==> src/rtl/credit_pkg.sv <==
// Shared types and defaults for the credit return scheduler.
package credit_pkg;

  localparam int DEF_NUM_REQ   = 4;
  localparam int DEF_CNT_W     = 4;
  localparam int DEF_INIT_HOLD = 8;
  localparam int HOLD_W        = 8;

  // Largest count a default-width pending counter can hold before it saturates.
  localparam logic [DEF_CNT_W-1:0] PEND_MAX = '1;

  typedef logic [DEF_CNT_W-1:0]             pend_t;
  typedef logic [$clog2(DEF_NUM_REQ)-1:0]   gid_t;

endpackage

==> src/rtl/rr_arbiter.sv <==
// Combinational round-robin picker: first set request at or above ptr, wrapping.
module rr_arbiter #(
  parameter int NUM_REQ = 4,
  localparam int IDX_W = $clog2(NUM_REQ)
) (
  input  logic [NUM_REQ-1:0] req,
  input  logic [IDX_W-1:0]   ptr,
  output logic [NUM_REQ-1:0] gnt,
  output logic [IDX_W-1:0]   idx,
  output logic               valid
);

  int j;

  always_comb begin
    gnt   = '0;
    idx   = '0;
    valid = 1'b0;
    j     = 0;
    for (int k = 0; k < NUM_REQ; k++) begin
      j = int'(ptr) + k;
      if (j >= NUM_REQ) j = j - NUM_REQ;
      if (!valid && req[j]) begin
        valid  = 1'b1;
        idx    = IDX_W'(j);
        gnt[j] = 1'b1;
      end
    end
  end

endmodule

==> src/rtl/credit_return_scheduler.sv <==
// Accumulates per-consumer credit releases and returns them one per cycle,
// round-robin, on the receiver's pop_credit strobe; owns credit_withhold.
module credit_return_scheduler
  import credit_pkg::*;
#(
  parameter int NUM_REQ   = DEF_NUM_REQ,
  parameter int CNT_W     = DEF_CNT_W,
  parameter int INIT_HOLD = DEF_INIT_HOLD,
  localparam int IDX_W = $clog2(NUM_REQ)
) (
  input  logic               clk,
  input  logic               rst,
  input  logic [NUM_REQ-1:0] req_release,
  output logic [NUM_REQ-1:0] req_full,
  output logic [NUM_REQ-1:0] overflow_err,
  input  logic               receiver_in_reset,
  input  logic               cfg_withhold,
  output logic               pop_credit,
  output logic               credit_withhold,
  output logic [IDX_W-1:0]   grant_id,
  output logic               pending_any
);

  localparam logic [CNT_W-1:0] CNT_MAX = '1;

  logic [CNT_W-1:0]   pending [NUM_REQ];
  logic [NUM_REQ-1:0] nonzero;
  logic [NUM_REQ-1:0] arb_req;
  logic [NUM_REQ-1:0] gnt_oh;
  logic [IDX_W-1:0]   gnt_idx;
  logic               gnt_valid;
  logic [IDX_W-1:0]   rr_ptr;
  logic [HOLD_W-1:0]  hold_cnt;
  logic               drain_en;

  assign drain_en = (hold_cnt == '0) && !cfg_withhold && !receiver_in_reset;

  always_comb begin
    nonzero  = '0;
    req_full = '0;
    for (int i = 0; i < NUM_REQ; i++) begin
      nonzero[i]  = (pending[i] != '0);
      req_full[i] = (pending[i] == CNT_MAX);
    end
  end

  assign pending_any = |nonzero;
  assign arb_req     = nonzero & {NUM_REQ{drain_en}};

  rr_arbiter #(.NUM_REQ(NUM_REQ)) u_arb (
    .req   (arb_req),
    .ptr   (rr_ptr),
    .gnt   (gnt_oh),
    .idx   (gnt_idx),
    .valid (gnt_valid)
  );

  always_ff @(posedge clk or negedge rst) begin
    if (!rst) begin
      hold_cnt        <= HOLD_W'(INIT_HOLD);
      pop_credit      <= 1'b0;
      grant_id        <= '0;
      credit_withhold <= 1'b1;
      rr_ptr          <= '0;
    end else begin
      if (hold_cnt != '0) hold_cnt <= hold_cnt - HOLD_W'(1);
      pop_credit      <= gnt_valid;
      credit_withhold <= !drain_en;
      if (gnt_valid) begin
        grant_id <= gnt_idx;
        rr_ptr   <= (gnt_idx == IDX_W'(NUM_REQ - 1)) ? '0 : gnt_idx + IDX_W'(1);
      end
    end
  end

  for (genvar g = 0; g < NUM_REQ; g++) begin : g_cnt
    logic             inc;
    logic             dec;
    logic [CNT_W-1:0] cnt;
    logic             ovf;

    // A release on a full counter is still accepted when that counter is granted.
    assign dec = gnt_oh[g];
    assign inc = req_release[g] && (!req_full[g] || dec);

    always_ff @(posedge clk or negedge rst) begin
      if (!rst) begin
        cnt <= '0;
        ovf <= 1'b0;
      end else begin
        if (inc && !dec)      cnt <= cnt + CNT_W'(1);
        else if (dec && !inc) cnt <= cnt - CNT_W'(1);
        if (req_release[g] && !inc) ovf <= 1'b1;
      end
    end

    assign pending[g]      = cnt;
    assign overflow_err[g] = ovf;
  end

endmodule

==> config.mk <==
export PLATFORM = sky130hd
export DESIGN_NAME = credit_return_scheduler
export DESIGN_NICKNAME = d
export VERILOG_FILES = /design/src/rtl/credit_pkg.sv /design/src/rtl/rr_arbiter.sv /design/src/rtl/credit_return_scheduler.sv
export SDC_FILE = /design/constraint.sdc
export NUM_CORES = 1
export LEC_CHECK = 0
export CAP_MARGIN = 5
export CORE_ASPECT_RATIO = 0.5
export CORE_UTILIZATION = 55
export CTS_BUF_LIST = sky130_fd_sc_hd__clkbuf_4
export DETAILED_ROUTE_END_ITERATION = 16
export DONT_BUFFER_PORTS = 1
export GPL_TIMING_DRIVEN = 0
export PLACE_DENSITY_LB_ADDON = 0.1
export SLEW_MARGIN = 10
export SYNTH_ARGS = -nofsm -noshare
export SYNTH_HDL_FRONTEND = slang
export SYNTH_HIERARCHICAL = 1
export SYNTH_SLANG_ARGS = --single-unit
==> constraint.sdc <==
create_clock -name clk -period 11.7 [get_ports clk]
set_input_delay 1.17 -clock clk [delete_from_list [all_inputs] [get_ports clk]]
set_output_delay 1.17 -clock clk [all_outputs]
set_load 0.05 [all_outputs]
==> results.json <==
{
  "fin_crit_ns": 5.22,
  "fmax_mhz": 192,
  "cts_buffer_depth": 2,
  "ys_ff_latch": 34,
  "fp.dieH_um": 50.3,
  "grt_pass1_wl_um": 8290,
  "postCtsHoldBufs": 0,
  "ys_seq_area_share_pct": 33.2,
  "drv_cap": 0,
  "grt.total_usage_pct": 21.5,
  "cts_tree": "yes",
  "worstPathMaxFanout": 10,
  "start_util_pct": 57.8,
  "start_kind": "flip-flop",
  "synth_area_per_cell_um2": 10.3,
  "hpwl_um": 3540,
  "grt_antenna_before_repair": 0,
  "avgRoutedWirePerCell_um": 15.1,
  "crit_path_max_incr_delay_ns": 0.74,
  "power_mw": 0.843,
  "syn_inst": 249,
  "drive_gt1_share_pct": 13.6,
  "drtIter0Drc": 95,
  "synthXorXnorAreaFrac_pct": 4.09,
  "skew_ns": 0.0100,
  "synth_flop_cell": "dfrtp_1",
  "p_leak_nw": 1.16,
  "combPwrFrac_pct": 63.0,
  "yosysTopAreaCell": "dfrtp_1",
  "regArea_um2": 853,
  "async_flop_share_pct": 100,
  "multi_input_comb_area_um2": 1590,
  "synth_enable_flop_cells": 0,
  "ioPinCount": 21,
  "place.gp.congestion": 0.827,
  "setup_viol": 0,
  "clockPowerShare_pct": 8.3,
  "cts_max_level": 2,
  "nNetsFinal": 291,
  "ant_nets": 0,
  "vias": 1903,
  "die_x_um": 98.6,
  "critical_path_arrival_ns": 5.44,
  "worst_slew_pin_slew_ns": 0.872,
  "vias_per_cell": 6.06,
  "fin_util_pct": 60.7,
  "p_sw_mw": 0.401,
  "seqPwrFrac_pct": 28.7,
  "synth_most_common_cell": "dfrtp_1",
  "first_global_vias": 1778,
  "drv_slew": 0,
  "rsz0062_at_grt": "no",
  "cts.sinks": 34,
  "holdCritPathClass": "flip-flop to flip-flop",
  "synth.area.top_cells": "dfrtp_1, ha_1, mux2_2",
  "final-hold-violation-count": 0,
  "cp.required_ns": 11.92,
  "synth_fa_ha_area_share_pct": 14.3,
  "setup_tns_ns": 0,
  "diodes": 0,
  "slew-limit-headroom_pct": 41.3,
  "cts_buffers": 5,
  "area_delta_synth_final_pct": 5.12,
  "ir_worst_vdd_mv": 0.193,
  "synth_top_family_by_area": "simple AND/OR/NAND/NOR gates",
  "synth_fp_nets": 284,
  "core_um2": 4450,
  "cts_root_buffer": "clkbuf_4",
  "clkSlewWorstSetupHoldPaths_ns": 0.10,
  "post_cts_buffers": 0,
  "path_class": "flip-flop to flip-flop",
  "synth_top_area_share_pct": 31.2,
  "clk_latency_ns": 0.34,
  "crit_path_top_delay_cell": "nor4_1",
  "finalCritPeriodShare_pct": 44.6,
  "p_sw_share_pct": 47.6,
  "grt_max_degree": 35,
  "gr-total-overflow": 0,
  "end_kind": "flip-flop",
  "drt_pass1_iterations": 4,
  "p_per_area_nw_per_um2": 312,
  "rows": 17,
  "synth_warnings": 6,
  "port-buffer-count": 0,
  "drc": 0,
  "synth.area.mux_share_pct": 11.5,
  "intPower_mw": 0.441,
  "fillCellCount": 384,
  "cts_resized": 0,
  "wirelength_um": 4730,
  "synth_area_um2": 2570,
  "crit_chain": "inv_1, ha_1, nor3b_1, nand2_1, nor4_1, mux4_1, clkbuf_1, a22oi_1, o21ai_0, inv_1, and2_1, nor2b_1, ha_1, inv_1, ha_1, or4_1, o211ai_1, o211ai_1",
  "synthSimpleGateAreaFrac_pct": 18.7,
  "synth_compound_area_share_pct": 13.2,
  "synth_common_cells": "dfrtp_1, ha_1, inv_1",
  "synth_cell_type_count": 42,
  "status": "complete, no violations",
  "die-area_um2": 4960
}
state kept, by name (all words and copies together) (netlist names):
name,flops
g_cnt.cnt,16
hold_cnt,8
pop_credit,1
grant_id,2
credit_withhold,1
rr_ptr,2
g_cnt.ovf,4
power groups by stage:
stage | registers (mW) | clock network, mW | logic [mW]
after floorplan | 0.230 | 0 | 0.450
after global routing | 0.251 | 0.0770 | 0.595
after global placement | 0.243 | 0 | 0.508
after CTS | 0.242 | 0.0728 | 0.530
after detailed placement | 0.244 | 0 | 0.530
final | 0.242 | 0.0698 | 0.531
through the flow:
| stage | std cells | cell area [um2] | setup WS, ns | hold WS, ns |
|---|---|---|---|---|
| final | 314 | 2700 | 6.48 | 0.465 |
| after global routing | 314 | 2700 | 5.97 | 0.481 |
| after floorplan | 249 | 2570 | 7.37 | 0.429 |
| after global placement | 306 | 2640 | 6.77 | 0.439 |
| after CTS | 314 | 2700 | 6.49 | 0.470 |
| after detailed placement | 306 | 2640 | 6.52 | 0.446 |
cell families (layout without fill, tap and decap cells):
kind of cell,count (synthesis),count (layout)
and+or+nand+nor,79,79
xor gates and xnor gates,12,12
adders and majority gates,27,27
muxes,22,22
DFF,34,34
AOI/OAI and AO/OA,49,49
buffers and inverters,26,34
area by class of cell:
| class | instances | share of cell area [%] |
|---|---|---|
| tap | 57 | 2.64 |
| inverter | 15 | 2.09 |
| multi-input combinational | 189 | 58.8 |
| sequential | 34 | 31.6 |
| clock buffer | 8 | 2.23 |
| buffer | 11 | 2.64 |
worst paths after layout:
check	startpoint	to	slack [ns]	depth (start not counted)
min reg2reg	g_cnt[1].ovf$_DFFE_PN0P_	g_cnt[1].ovf$_DFFE_PN0P_	0.47	1
max	hold_cnt[0]$_DFFE_PN0P_	g_cnt[2].cnt[3]$_DFFE_PN0P_	6.48	18
max in group asynchronous	rst	hold_cnt[3]$_DFFE_PN1P_	11.01	0
min in group asynchronous	rst	hold_cnt[4]$_DFFE_PN0P_	0.51	0
min	g_cnt[1].ovf$_DFFE_PN0P_	g_cnt[1].ovf$_DFFE_PN0P_	0.47	1
max reg2reg	hold_cnt[0]$_DFFE_PN0P_	g_cnt[2].cnt[3]$_DFFE_PN0P_	6.48	18
layout by cell type (no fill, tap or decap), types with 6 or more instances in the layout:
master,netlist,layout
nand2_1,11,11
a21oi_1,11,11
mux2i_1,6,6
nor3_1,7,7
nor4_1,6,6
inv_1,15,15
dfrtp_1,32,32
clkbuf_4,0,8
o211ai_1,9,9
ha_1,23,23
mux2_2,12,12
nor2_1,12,12
nand3_1,9,9
xnor2_1,12,12
o21ai_0,9,9
a22oi_1,8,8
layer usage:
layer | part of all wire (%) | vias to the layer above | wire (um) | track usage (%)
met1 | 50 | 942 | 2380 | 29.4
met3 | 3.0 | 4 | 140 | 5.43
li1 | - | 939 | - | -
met5 | 0 | - | 0 | 0
met4 | 0.66 | 0 | 31 | 5.97
met2 | 46 | 18 | 2180 | 34.2
worst max-delay path: cells and delay by family (launching register included):
family	cells	cell delay [ns]
fa+ha+maj	3	0.86
flops	1	0.45
compound gates	4	0.46
mux	1	0.52
simple gates	6	2.14
buf+inv	4	0.66
(Power assumes the default switching activity.)
